## src/rtl/dmem_pkg.sv

```systemverilog
// ---------------------------------------------------------------------------
// dmem_pkg
// Types and defaults shared by the data-memory arbiter and its wait counter.
//   arb_state_e : arbiter mode (normal arbitration or host-locked)
//   owner_e     : which requester drives dat_mem this cycle
//   DMEM_AW/DW  : default address / data widths of dat_mem
//   WAIT_W      : width of the host wait counter (holds MAX_WAIT up to 15)
// ---------------------------------------------------------------------------
package dmem_pkg;

    localparam int DMEM_AW = 8;
    localparam int DMEM_DW = 8;
    localparam int WAIT_W  = 4;

    typedef enum logic {
        ARB    = 1'b0,
        LOCKED = 1'b1
    } arb_state_e;

    typedef enum logic [1:0] {
        NONE = 2'd0,
        CORE = 2'd1,
        HOST = 2'd2
    } owner_e;

endpackage

```

## src/rtl/dmem_wait_ctr.sv

```systemverilog
// ---------------------------------------------------------------------------
// dmem_wait_ctr
// Counts the cycles a host request has been kept waiting. Saturates at
// MAX_WAIT; at_max tells the arbiter the host must be served this cycle.
// Ports:
//   clk     in  clock
//   reset   in  asynchronous active-low reset
//   inc     in  host waited this cycle (request pending, not granted)
//   clr     in  host granted or request gone; restart the count
//   at_max  out count has reached MAX_WAIT
// ---------------------------------------------------------------------------
module dmem_wait_ctr
    import dmem_pkg::*;
#(
    parameter int MAX_WAIT = 4
) (
    input  logic clk,
    input  logic reset,
    input  logic inc,
    input  logic clr,
    output logic at_max
);

    logic [WAIT_W-1:0] cnt;

    assign at_max = (cnt == WAIT_W'(MAX_WAIT));

    // NOTE: state registers use non-blocking assignments so every flop
    // samples values from before the clock edge, independent of block order.
    always_ff @(posedge clk or negedge reset) begin
        if (!reset) begin
            cnt <= '0;
        end else if (clr) begin
            cnt <= '0;
        end else if (inc && !at_max) begin
            cnt <= cnt + WAIT_W'(1);
        end
    end

endmodule

```

## src/rtl/dmem_arbiter.sv

```systemverilog
// ---------------------------------------------------------------------------
// dmem_arbiter
// Shares single-port dat_mem between the core load/store path and a host
// requester. One access per cycle; core has priority, the host is forced in
// after MAX_WAIT lost cycles, and the host may lock the memory for itself.
// Ports:
//   clk, reset                      clock, asynchronous active-low reset
//   core_req/we/addr/wdata          core access request (from Control)
//   core_rdata                      load data, straight from mem_rdata
//   core_stall                      core request not served; hold PC/regs
//   host_req/lock/we/addr/wdata     host request, held until host_gnt
//   host_gnt                        host access performed this cycle
//   host_rdata/host_valid           registered read data + 1-cycle strobe
//   mem_we/addr/wdata, mem_rdata    dat_mem port (combinational read)
// ---------------------------------------------------------------------------
module dmem_arbiter
    import dmem_pkg::*;
#(
    parameter int AW       = DMEM_AW,
    parameter int DW       = DMEM_DW,
    parameter int MAX_WAIT = 4
) (
    input  logic          clk,
    input  logic          reset,
    input  logic          core_req,
    input  logic          core_we,
    input  logic [AW-1:0] core_addr,
    input  logic [DW-1:0] core_wdata,
    output logic [DW-1:0] core_rdata,
    output logic          core_stall,
    input  logic          host_req,
    input  logic          host_lock,
    input  logic          host_we,
    input  logic [AW-1:0] host_addr,
    input  logic [DW-1:0] host_wdata,
    output logic          host_gnt,
    output logic [DW-1:0] host_rdata,
    output logic          host_valid,
    output logic          mem_we,
    output logic [AW-1:0] mem_addr,
    output logic [DW-1:0] mem_wdata,
    input  logic [DW-1:0] mem_rdata
);

    arb_state_e state;
    owner_e     owner;
    logic       at_max;

    // Ownership decision. While reset is low nobody owns the memory, which
    // forces host_gnt, core_stall and mem_we low even mid-access.
    // NOTE: owner gets a default before any branch so this stays purely
    // combinational; a path that skipped the assignment would infer a latch.
    always_comb begin
        owner = NONE;
        if (reset) begin
            if (state == LOCKED) begin
                if (host_req) owner = HOST;
            end else if (host_req && (!core_req || at_max)) begin
                owner = HOST;
            end else if (core_req) begin
                owner = CORE;
            end
        end
    end

    assign host_gnt   = (owner == HOST);
    assign core_stall = reset && core_req && (owner != CORE);
    assign core_rdata = mem_rdata;

    always_comb begin
        mem_we    = 1'b0;
        mem_addr  = core_addr;
        mem_wdata = core_wdata;
        case (owner)
            HOST: begin
                mem_we    = host_we;
                mem_addr  = host_addr;
                mem_wdata = host_wdata;
            end
            CORE:    mem_we = core_we;
            default: mem_we = 1'b0;
        endcase
    end

    dmem_wait_ctr #(
        .MAX_WAIT (MAX_WAIT)
    ) u_wait_ctr (
        .clk    (clk),
        .reset  (reset),
        .inc    (host_req && !host_gnt),
        .clr    (host_gnt || !host_req),
        .at_max (at_max)
    );

    // Lock is taken on a granted host cycle with host_lock set and held for
    // as long as host_lock stays high, whether or not the host is requesting.
    always_ff @(posedge clk or negedge reset) begin
        if (!reset) begin
            state <= ARB;
        end else begin
            case (state)
                ARB:     if (host_gnt && host_lock) state <= LOCKED;
                LOCKED:  if (!host_lock)            state <= ARB;
                default:                            state <= ARB;
            endcase
        end
    end

    always_ff @(posedge clk or negedge reset) begin
        if (!reset) begin
            host_valid <= 1'b0;
            host_rdata <= '0;
        end else begin
            host_valid <= host_gnt && !host_we;
            if (host_gnt && !host_we) host_rdata <= mem_rdata;
        end
    end

endmodule

```

## config.mk

```make
export PLATFORM = sky130hd
export DESIGN_NAME = dmem_arbiter
export DESIGN_NICKNAME = d
export VERILOG_FILES = /design/src/rtl/dmem_pkg.sv /design/src/rtl/dmem_wait_ctr.sv /design/src/rtl/dmem_arbiter.sv
export SDC_FILE = /design/constraint.sdc
export NUM_CORES = 1
export LEC_CHECK = 0
export ABC_AREA = 1
export ABC_CLOCK_PERIOD_IN_PS = 2920
export CORE_ASPECT_RATIO = 1.5
export CORE_UTILIZATION = 32
export DETAILED_ROUTE_END_ITERATION = 10
export PLACE_DENSITY = 0.81
export SLEW_MARGIN = 40
export SYNTH_ARGS = -nofsm -noshare
export SYNTH_HDL_FRONTEND = slang
export SYNTH_SLANG_ARGS = --single-unit
```

## constraint.sdc

```tcl
create_clock -name clk -period 2.92 [get_ports clk]
set_clock_uncertainty 0.15 [all_clocks]
set_input_delay 0.292 -clock clk [delete_from_list [all_inputs] [get_ports clk]]
set_output_delay 0.292 -clock clk [all_outputs]
set_load 0.1 [all_outputs]
```

==> summary.txt <==
Global routing
  • Total routing usage reported by global routing: 17.6%
  • Global-route wire length before repair: 4.26 mm
  • Routing layer with the top usage in global route: met2
  • Number of antenna violations at the first check in global routing: 0
  • Met1 Track Usage GR: 17.4%
  • Routing usage on met3: 4.95%
  • Met2 usage: 32.7%
  • Largest net degree at the start of global routing: 19
  • Overflow after GRT: 0
  • Vias in the first global route: 1,025

Detailed routing
  • Count of unresolved DRC violations after routing: 0
  • Detailed-router iteration count before antenna repair: 4
  • Sum of routed wire length over all layers: 2.81 mm
  • Detailed-route wire length per cell: 10.7 um
  • Vias after detailed routing: 1,140
  • Average vias per placed instance: 4.35
  • Remaining antenna violation count: 0
  • Initial DRC Count: 21

Floorplanning
  • Starting density of the core: 33.5%
  • Top-level I/O count: 83
  • Height of the die: 69.3 um
  • Die area: 0.00325 mm^2
  • Placeable core region: 0.00288 mm^2
  • Number of cell rows: 24
  • Die boundary width: 46.9 um

Timing
  • Final hold violation count: 0
  • Minimum period implied by the final worst setup slack: 2.63 ns
  • Final number of setup-violating endpoints: 0
  • Final worst-path cycle share: 90.1%
  • Upper clock frequency limit: 0.380 GHz
  • Slew HR: 68.8%
  • Final worst-path setup slack: 0.290 ns
  • Max Transition Viols Final: 0
  • Slew @ Worst Pin: 0.468 ns
  • RSZ-0062 raised after global routing: no

Synthesis
  • Sequential cell area fraction in the yosys report: 36.3%
  • Cell taking the most area after synthesis: dfrtp_1
  • Area share of the largest cell type after synthesis: 36.3%
  • Area of the mapped netlist: 966 um^2
  • Total of warnings raised by yosys: 0
  • Avg Inst Size Synth: 6.57 um^2
  • Flop and latch count out of synthesis: 14
  • Synth top area cells: dfrtp_1 36%, nand2_1 35%, buf_4 6.2%
  • Nets in the synthesized netlist: 198
  • Count of distinct cell types in the synthesized netlist: 17
  • Cell count after synthesis: 147

Power
  • Peak VDD IR: 0.000441 V
  • Clock Power Share: 16.2%
  • Sequential Power Share: 21.9%
  • Net switching fraction of the power: 51.2%
  • Power density relative to cell area: 571 mW/mm^2
  • Leak Pwr: 0.00101 uW
  • Total Power Consumption: 1150 uW
  • Reported net switching power: 586 uW
  • Logic gate share of total power: 61.9%
  • Cell internal power dissipation: 559 uW

Clock tree
  • TritonCTS buffer count: 3
  • Root buf cell: clkbuf_8
  • Clock transition time at the flip-flop clock pins of the worst setup and hold paths: 0.06 ns
  • Source-to-sink clock delay at the later pin of the worst-skew pair: 0.25 ns
  • Number of clock sinks: 14
  • Maximum buffer depth of the clock tree: 2
  • Clock tree from TritonCTS: yes
  • Maximum level of the CTS H-tree: 1

Layout
  • Highest-count cells in the layout ignoring fill and taps: 79 x nand2_1, 46 x clkdlybuf4s50_1, 19 x buf_12, 19 x buf_4, 14 x dfrtp_1
  • # nets final: 275
  • Most common cell after layout, fill and taps aside: nand2_1
  • Final instance area: 0.00201 mm^2
  • Total inserted antenna cells: 0
  • Layout cell share with drive strength beyond 1: 25.6%
  • Area Growth Syn to Fin: 108%

Worst setup path
  • Crit path DAT: 2.19 ns
  • Max Fanout on Critical Path: 11
  • Worst setup path category: reg -> out
  • Critical Path RT: 2.48 ns
  • Startpoint types: flip-flop
  • Type of destination of the critical path: output port

Run status
  • Run status: finished clean

Worst hold path
  • Class of the tightest hold or removal check: in -> async

Placement
  • Post-detail-place hpwl: 2.39 mm
  • Post-Place Worst Slack: 0.266 ns
  • Placer congestion estimate: 0.759
  • Placed standard-cell area: 0.00194 mm^2
  • Quantity of I/O buffers inserted on ports: 82

Run
  • Maximum Capacitance Violations: 0
[cells by family (layout without fill, tap and decap cells)]
kind of cell / count (synthesis) / in the layout / synth area share [%]
compound gates: 4 / 4 / 2.33
fa+ha+maj: 4 / 4 / 5.18
buf+inv: 22 / 98 / 14.9
flops: 14 / 14 / 36.3
simple gates: 103 / 103 / 41.3
[sequential cells by signal, summed over array words and instances, names as in the netlist]
signal          cells
host_rdata          8
state               1
u_wait_ctr.cnt      4
host_valid          1
[critical path, stage by stage (launching register included)]
cell and delay (ns):
dfrtp_1 0.42, inv_1 0.10, ha_1 0.14, nand3_1 0.20, nand2_1 0.14, nand2_1 0.06, nand2_1 0.10, ha_4 0.22
buf_4 0.21, nand2_1 0.06, nand2_1 0.11, buf_12 0.18
[synth_stat cells (all sizes together)]
cell and instances:
ha 4, dfrtp 14, buf 11, clkbuf 1, nor2 5, or2 1
nand3 6, nand4 1, a21oi 2, nand2 90, clkinv 1, inv 9
o21a 1, o21ai 1
[power groups by stage]
stage	Sequential, uW	Clock, uW	Combinational, uW
final	251	186	708
after global routing	256	199	732
after CTS	251	188	712
after detailed placement	252	0	712
after floorplan	428	0	302
after global placement	252	0	703
[worst paths after layout]
path	to	from	depth (start not counted)	slack (ns)
max	mem_addr[7]	u_wait_ctr.cnt[0]	11	0.29
min	state	reset	1	0.15
max reg2reg	host_rdata[5]	u_wait_ctr.cnt[0]	12	0.45
min reg2reg	host_rdata[4]	host_rdata[4]	2	0.33
max in group asynchronous	host_rdata[6]	reset	2	2.04
min in group clk	host_rdata[4]	host_rdata[4]	2	0.33
[layer usage]
layer,part of all wire [%],routed length [um]
met3,9.5,268
met4,1.4,38
met1,37,1030
met2,52,1470
met5,0,0
[what timing repair did]
item,4_1_cts,5_1_grt
setup endpoints to repair,0,1
hold buffers,0,0
hold endpoints to repair,0,0
gates resized for setup,0,1
setup buffers,0,0
[layout make-up]
type	instances	area (um^2)
multi-input combinational	111	515
fill	227	877
sequential	14	350
inverter	10	52.6
timing repair buffer	84	983
tap	39	48.8
clock buffer	4	55.1
[stage by stage]
step                TNS (ns)  hold slack (ns)  cells  utilization, %
floorplan             -0.204           -0.154    147               -
global placement           0            0.317    258            67.3
detailed placement         0            0.324    258            67.3
CTS                        0            0.156    262            69.2
global route               0            0.167    262            69.6
finish                     0            0.149    262            69.6
No activity file was read; power rests on OpenSTA's default activity.
